[src/rtl/otp_pkg.sv]
// Shared definitions for the one-time-pad keystream generator.
// The EXHAUSTED state exists only when OTP_GEN_REUSE_GUARD_EN is defined.
package otp_pkg;

   localparam int          OTP_W            = 8;
   localparam logic [15:0] OTP_TAPS         = 16'hB400;
   localparam logic [15:0] OTP_DEFAULT_SEED = 16'hACE1;

   typedef enum logic [2:0] {
      ST_IDLE,
      ST_ARMED,
      ST_GEN,
      ST_HOLD
`ifdef OTP_GEN_REUSE_GUARD_EN
      ,
      ST_EXHAUSTED
`endif
   } otp_state_t;

endpackage

[src/rtl/otp_lfsr_core.sv]
// Seeded Galois LFSR: one right-shift step per strobe, all-zero seed replaced by the default.
module otp_lfsr_core
   import otp_pkg::*;
#(
   parameter int                LFSR_W       = 16,
   parameter logic [LFSR_W-1:0] TAPS         = OTP_TAPS,
   parameter logic [LFSR_W-1:0] DEFAULT_SEED = OTP_DEFAULT_SEED
) (
   input  logic              clk,
   input  logic              rst_n,
   input  logic              load,
   input  logic              step,
   input  logic [LFSR_W-1:0] seed,
   output logic [LFSR_W-1:0] state,
   output logic              step_bit
);

   logic [LFSR_W-1:0] nxt;

   assign step_bit = state[0];
   assign nxt      = (state >> 1) ^ (state[0] ? TAPS : '0);

   always_ff @(posedge clk or negedge rst_n) begin
      if (!rst_n) begin
         state <= DEFAULT_SEED;
      end else if (load) begin
         // an all-zero state would lock the register up
         state <= (seed == '0) ? DEFAULT_SEED : seed;
      end else if (step) begin
         state <= nxt;
      end
   end

endmodule

[src/rtl/otp_keystream_gen.sv]
// Keystream byte generator: serialises the LFSR into bytes behind a valid/ready handshake.
// Define OTP_GEN_REUSE_GUARD_EN to stop with a sticky flag when the LFSR returns to its seed.
module otp_keystream_gen
   import otp_pkg::*;
#(
   parameter int                LFSR_W       = 16,
   parameter logic [LFSR_W-1:0] TAPS         = OTP_TAPS,
   parameter logic [LFSR_W-1:0] DEFAULT_SEED = OTP_DEFAULT_SEED
) (
   input  logic              clk,
   input  logic              rst_n,
   input  logic              seed_load,
   input  logic [LFSR_W-1:0] seed,
   input  logic              enable,
   input  logic              otp_ready,
   output logic              otp_valid,
   output logic [OTP_W-1:0]  otp,
   output logic              busy,
   output logic              exhausted
);

   otp_state_t        fsm;
   logic [2:0]        bit_cnt;
   logic [OTP_W-2:0]  sr;
   logic [LFSR_W-1:0] lfsr_state;
   logic              step_bit;
   logic              lfsr_step;

   assign lfsr_step = (fsm == ST_GEN) && !seed_load;

   otp_lfsr_core #(
      .LFSR_W       (LFSR_W),
      .TAPS         (TAPS),
      .DEFAULT_SEED (DEFAULT_SEED)
   ) u_lfsr (
      .clk      (clk),
      .rst_n    (rst_n),
      .load     (seed_load),
      .step     (lfsr_step),
      .seed     (seed),
      .state    (lfsr_state),
      .step_bit (step_bit)
   );

`ifdef OTP_GEN_REUSE_GUARD_EN
   logic [LFSR_W-1:0] seed_reg;
   logic [LFSR_W-1:0] seed_eff;
   logic [LFSR_W-1:0] lfsr_nxt;
   logic              reuse_hit;

   assign seed_eff  = (seed == '0) ? DEFAULT_SEED : seed;
   assign lfsr_nxt  = (lfsr_state >> 1) ^ (lfsr_state[0] ? TAPS : '0);
   assign reuse_hit = (lfsr_nxt == seed_reg);
`else
   logic unused_state;
   assign unused_state = ^lfsr_state;
   assign exhausted    = 1'b0;
`endif

   always_ff @(posedge clk or negedge rst_n) begin
      if (!rst_n) begin
         fsm       <= ST_IDLE;
         bit_cnt   <= '0;
         sr        <= '0;
         otp       <= '0;
         otp_valid <= 1'b0;
         busy      <= 1'b0;
`ifdef OTP_GEN_REUSE_GUARD_EN
         exhausted <= 1'b0;
         seed_reg  <= DEFAULT_SEED;
`endif
      end else if (seed_load) begin
         // a byte handed over in this same cycle is already the consumer's; otp is left as is
         fsm       <= ST_ARMED;
         bit_cnt   <= '0;
         sr        <= '0;
         otp_valid <= 1'b0;
         busy      <= 1'b0;
`ifdef OTP_GEN_REUSE_GUARD_EN
         exhausted <= 1'b0;
         seed_reg  <= seed_eff;
`endif
      end else begin
         case (fsm)
            ST_ARMED: begin
               if (enable) begin
                  fsm  <= ST_GEN;
                  busy <= 1'b1;
               end
            end
            ST_GEN: begin
               sr      <= {sr[OTP_W-3:0], step_bit};
               bit_cnt <= bit_cnt + 3'd1;
`ifdef OTP_GEN_REUSE_GUARD_EN
               if (reuse_hit) begin
                  fsm       <= ST_EXHAUSTED;
                  busy      <= 1'b0;
                  exhausted <= 1'b1;
                  sr        <= '0;
                  bit_cnt   <= '0;
               end else
`endif
               if (bit_cnt == 3'd7) begin
                  fsm       <= ST_HOLD;
                  otp       <= {sr, step_bit};
                  otp_valid <= 1'b1;
                  busy      <= 1'b0;
               end
            end
            ST_HOLD: begin
               if (otp_valid && otp_ready) begin
                  otp_valid <= 1'b0;
                  if (enable) begin
                     fsm  <= ST_GEN;
                     busy <= 1'b1;
                  end else begin
                     fsm <= ST_ARMED;
                  end
               end
            end
            default: begin
               // IDLE waits for a seed; EXHAUSTED leaves only via seed_load or reset
               fsm <= fsm;
            end
         endcase
      end
   end

endmodule

[config.mk]
export PLATFORM = sky130hd
export DESIGN_NAME = otp_keystream_gen
export DESIGN_NICKNAME = d
export VERILOG_FILES = /design/src/rtl/otp_pkg.sv /design/src/rtl/otp_lfsr_core.sv /design/src/rtl/otp_keystream_gen.sv
export SDC_FILE = /design/constraint.sdc
export NUM_CORES = 1
export LEC_CHECK = 0
export CAP_MARGIN = 20
export CORE_AREA = 2 2 81 83
export CTS_BUF_LIST = sky130_fd_sc_hd__clkbuf_4 sky130_fd_sc_hd__clkbuf_8
export CTS_CLUSTER_DIAMETER = 60
export DETAILED_ROUTE_END_ITERATION = 10
export DIE_AREA = 0 0 83 85
export SLEW_MARGIN = 20
export SYNTH_ARGS = -nofsm -noshare
export SYNTH_HDL_FRONTEND = slang
export SYNTH_SLANG_ARGS = --single-unit
[constraint.sdc]
create_clock -name clk -period 2.7 [get_ports clk]
set_input_delay 0.27 -clock clk [delete_from_list [all_inputs] [get_ports clk]]
set_output_delay 0.27 -clock clk [all_outputs]
set_load 0.01 [all_outputs]
# --- Yosys cells after proc, flatten, opt, wreduce, memory -nomap -nowiden ---
# Cells that the tools add are included.
op_classes:
  addsub: 1
  n_bitwise: 2
  n_reduce_logical: 12
  eq_ne: 7
  n_mux: 23
op_table:
  columns: ["cell", "n"]
  rows:
  - ["$mux W16", 4]
  - ["$mux W3", 6]
  - ["$logic_not A16 Y1", 1]
  - ["$xor A15 B16 Y16", 1]
  - ["$mux W7", 2]
  - ["$pmux W3 S3", 1]
  - ["$reduce_and A3 Y1", 3]
  - ["$mux W1", 7]
  - ["$eq A3 B2 Y1 const B", 2]
  - ["$ne A3 B3 Y1 const B", 2]
  - ["$reduce_and A4 Y1", 1]
  - ["$reduce_bool A2 Y1", 2]
  - ["$reduce_bool A4 Y1", 1]
  - ["$add A3 B1 Y3 const B", 1]
  - ["$eq A3 B1 Y1 const B", 1]
  - ["$eq A3 B3 Y1 const B", 1]
  - ["$ne A3 B2 Y1 const B", 1]
  - ["$pmux W1 S3", 1]
  - ["$reduce_bool A3 Y1", 1]
  - ["$logic_and A1 B1 Y1", 2]
  - ["$mux W2", 1]
  - ["$pmux W1 S2", 1]
  - ["$logic_not A1 Y1", 1]
  - ["$not A1 Y1", 1]
totals:
  regBits: 39
  word_cells: 52

# --- Logic depth before layout (Yosys ltp) ---
depth:
  depth_word: 4
  depth_mapped: 5
  mapped_depth_nobuf: 5

# --- Modules after synthesis ---
# From an unflattened synthesis, not the netlist that was laid out.
unflattened:
  hier_cells: 159
  area_unflattened_um2: 1780.5
modules_own_cells:
  columns: ["mod", "cells_per_inst", "area_each_um2", "n_inst", "seq_area_each_um2"]
  rows:
  - ["otp_keystream_gen", 87, 935.9, 1, 550.5]
  - ["otp_lfsr_core", 72, 844.6, 1, 410.4]

# --- Worst setup path before layout ---
# No wires, ideal clock.
synth_timing:
  kind: "reg2reg"
  startpoint: "register bit_cnt[0]"
  endpoint: "register otp[0]"
  t_required_ns: 2.575
  path_stages_with_launch: 6
  t_arrival_ns: 1.331
  path_slack_ns: 1.244
  n_path_buf: 1
  period_less_slack_ns: 1.456
  path_cell_list: "dfrtp_1 -> ha_1 -> ha_1 -> and3_4 -> buf_12 -> mux2_4"
synth_via:
  elab_chain_len: 2
synth_lines:
  columns: ["item", "line", "source"]
  rows:
  - ["from (decl)", "otp_keystream_gen.sv:23", "logic [2:0] bit_cnt;"]
  - ["from (signal assigned)", "otp_keystream_gen.sv:93", "bit_cnt <= bit_cnt + 3'd1;"]
  - ["$eq A3 B3 Y1", "otp_keystream_gen.sv:103", "if (bit_cnt == 3'd7) begin"]
  - ["$reduce_and A3 Y1 (no source line)", null, null]
  - ["to (signal assigned)", "otp_keystream_gen.sv:105", "otp <= {sr, step_bit};"]
  - ["to (decl)", "otp_keystream_gen.sv:17", "output logic [OTP_W-1:0] otp,"]
# Every way passes these cells.
# A chain may end at the register's enable or synchronous reset.

# --- Worst setup path after layout ---
layout_timing:
  startpoint: "input seed[0]"
  endpoint: "register u_lfsr.state[15]"
layout_via:
  elab_chain_len: 3
layout_lines:
  columns: ["item", "line", "source"]
  rows:
  - ["from (decl)", "otp_keystream_gen.sv:13", "input logic [LFSR_W-1:0] seed,"]
  - ["$logic_not A16 Y1", "otp_lfsr_core.sv:28", "state <= (seed == '0) ? DEFAULT_SEED : seed;"]
  - ["$mux W16", "otp_lfsr_core.sv:28", null]
  - ["$mux W16", "otp_lfsr_core.sv:26", "end else if (load) begin"]
  - ["to (signal assigned)", "otp_lfsr_core.sv:28", null]
  - ["to (signal assigned)", "otp_lfsr_core.sv:30", "state <= nxt;"]
  - ["to (decl)", "otp_lfsr_core.sv:14", "output logic [LFSR_W-1:0] state,"]
# Every way passes these cells.

==> out/results.ini <==
[run_status]
outcome = finished, final reports clean

[clock_network]
cts_resized = 0
clk_latency_ns = 0.29
cts_tree = done
cts_hold_repair.buffers = 0
cts_sinks = 38
post_cts_buffers = 0
path_clk_slew_ns = 0.07
cts_root_buf = clkbuf_8
clockBufferDepth = 2
numCtsBuffers = 5
htreeDepth = 2

[worst_setup_path]
path_class = primary input to flop
slowest_stage = nor4_1
rr_endpoint = otp[4]
arrival_ns = 1.82
cp.required_ns = 2.91
r2r-start = fsm[0]
cp-end-kind = flop
r2r_slack_ns = 1.10
cpPeakStageDelay_ns = 0.50
rr_worst_depth = 4
start_kind = primary input
path_max_fanout = 8
cp-startpoint = seed[0]
path_cells = clkdlybuf4s50_1, nor4_1, a41oi_2, a22oi_1

[run]
drv_cap = 0

[synthesis]
async_flop_share = 1.00
ys.flop_type = dfrtp_1
syn_area_um2 = 1810
postSynthAreaPerCell_um2 = 10.5
synthMostInstantiatedCell = nand2_1
synth_area_leader_cell = dfrtp_1
synth_cell_types = 33
synth_top_area_share = 0.415
synthTopCellsByCount = nand2_1, dfrtp_1, a21oi_1, inv_1, o21ai_1
synth_fp_nets = 195
yosys_warnings = 0
synthTopCellsByArea = dfrtp_1, dfstp_2, nand2_1, mux2_4, mux2i_1
synth_edf_count = 0
yosysSeqAreaShare = 0.531
ys_ff_latch = 38
syn_inst = 172

[sta]
fmaxAchievable_ghz = 0.620
tns_ns = 0
min_period_ns = 1.61
slew_headroom = 0.429
rsz0062_at_grt = no
setup-violations-final = 0
worst_pin_slew_ns = 0.856
finalHoldViolCount = 0
period_share = 0.597
skew_ns = 0.00427
slew_viol_final = 0

[power]
power_leakage_nw = 1.02
power.density_nw_per_um2 = 548
irDropWorstVdd_v = 0.000194

[global_routing]
grt_antenna_before_repair = 0
track_usage = 0.119
grt-ovfl-total = 0
grt_max_degree = 39
grt_pass1_wl_mm = 6.71
grt_pass1_vias = 1315

[placement]
portBuffers = 30
gp_congestion = 0.713
place_hpwl_mm = 2.65
dp_cells = 271

[floorplanning]
fp.dieW_um = 83
ios = 32
core_um2 = 6200
die-area_um2 = 7060
die_h_um = 85
num_rows = 29
initial_core_util = 0.292

[route]
drc_errors = 0
wl_mm = 3.92
antenna_left = 0
routedWlPerCell_um = 14.1
vias = 1313
via_per_inst = 4.71
dr.pass1.iters = 4
drt_iter0_drc = 103

[cells_and_area]
nets = 224
drive_gt1_frac = 0.149
nFillCells = 625
diodes = 0
final-seq-area_um2 = 961
area_delta_synth_final_pct = 23.6
fin_cells = 279
multi_input_area_um2 = 734

[worst_hold_path]
hp-class = primary input to async pin

cells in the final DEF (no fill, tap or decap):
master,synthesis,routed
conb_1,1,1
xor2_1,3,3
buf_2,4,1
xnor2_1,1,1
a41oi_2,1,1
clkbuf_4,0,3
dfrtp_1,30,30
a31o_1,1,1
a21o_1,1,1
a2bb2oi_1,1,1
ha_1,2,2
nand3_1,1,1
and3_1,1,1
nand2_1,42,42
nor2_1,2,2
o211ai_1,2,2
and3_4,1,1
nand4_1,1,1
a22oi_1,1,1
clkbuf_8,0,5
nor2b_1,3,3
nor4_1,4,4
buf_4,2,3
clkdlybuf4s50_1,0,29
mux2_4,8,8
mux2i_1,8,8
o21ai_1,9,9
nand2b_1,2,2
a21oi_1,10,10
inv_1,10,10
a32oi_1,7,7
dfstp_2,8,8
flip-flops by register name (all words and copies together) (netlist names):
register	cells
busy	1
otp	8
fsm	2
otp_valid	1
bit_cnt	3
u_lfsr.state	16
sr	7
worst max path at each step:
stage,end,depth (start not counted)
after floorplan,otp[0],5
after global placement,u_lfsr.state[15],4
after detailed placement,u_lfsr.state[15],4
after CTS,u_lfsr.state[15],4
after global routing,otp[6],4
final,u_lfsr.state[15],4
cell families after synthesis:
| kind of cell | synth area share |
|---|---|
| buffers and inverters | 0.0636 |
| multiplexers | 0.111 |
| AND/OR/NAND/NOR | 0.138 |
| adder cells (fa/ha/maj) | 0.0138 |
| AO/OA/AOI/OAI | 0.122 |
| other | 0.00207 |
| XOR/XNOR | 0.0194 |
| flip-flops | 0.531 |
layout make-up:
class / count / share of cell area
Inverter: 10 / 0.0168
Timing Repair Buffer: 33 / 0.142
Sequential cell: 38 / 0.429
Tap cell: 77 / 0.0430
Clock buffer: 8 / 0.0408
Multi-Input combinational cell: 113 / 0.328
critical path: cells and delay by family:
family | cells | cell delay, ns
buf+inv | 1 | 0.45
compound gates | 2 | 0.60
simple gates | 1 | 0.50
metal layers:
metal,wire length (um),share of wire,track usage,vias up
li1,-,-,-,643
met1,1860,0.48,0.160,644
met2,1860,0.47,0.182,20
met3,141,0.036,0.0379,6
met4,55,0.014,0.0402,0
met5,0,0,0,-
report_power, final:
| part | internal (mW) | total, mW | switching [mW] |
|---|---|---|---|
| clock | 0.214 | 0.402 | 0.188 |
| sequential | 0.620 | 0.650 | 0.0302 |
| combinational | 0.0850 | 0.175 | 0.0904 |
| total | 0.919 | 1.23 | 0.309 |
per-stage QoR:
step           cell area [um^2]  hold WS [ns]   util  setup slack, ns  total power [mW]
2_1_floorplan              1810       -0.0256      -             1.24             0.762
3_3_place_gp               2150         0.438  0.346            0.772             0.836
3_5_place_dp               2150         0.430  0.346            0.774             0.838
4_1_cts                    2240         0.122  0.361             1.07              1.25
5_1_grt                    2240         0.170  0.361             1.01              1.30
6_report                   2240        0.0923  0.361             1.09              1.23
No activity file was read; power rests on OpenSTA's default activity.
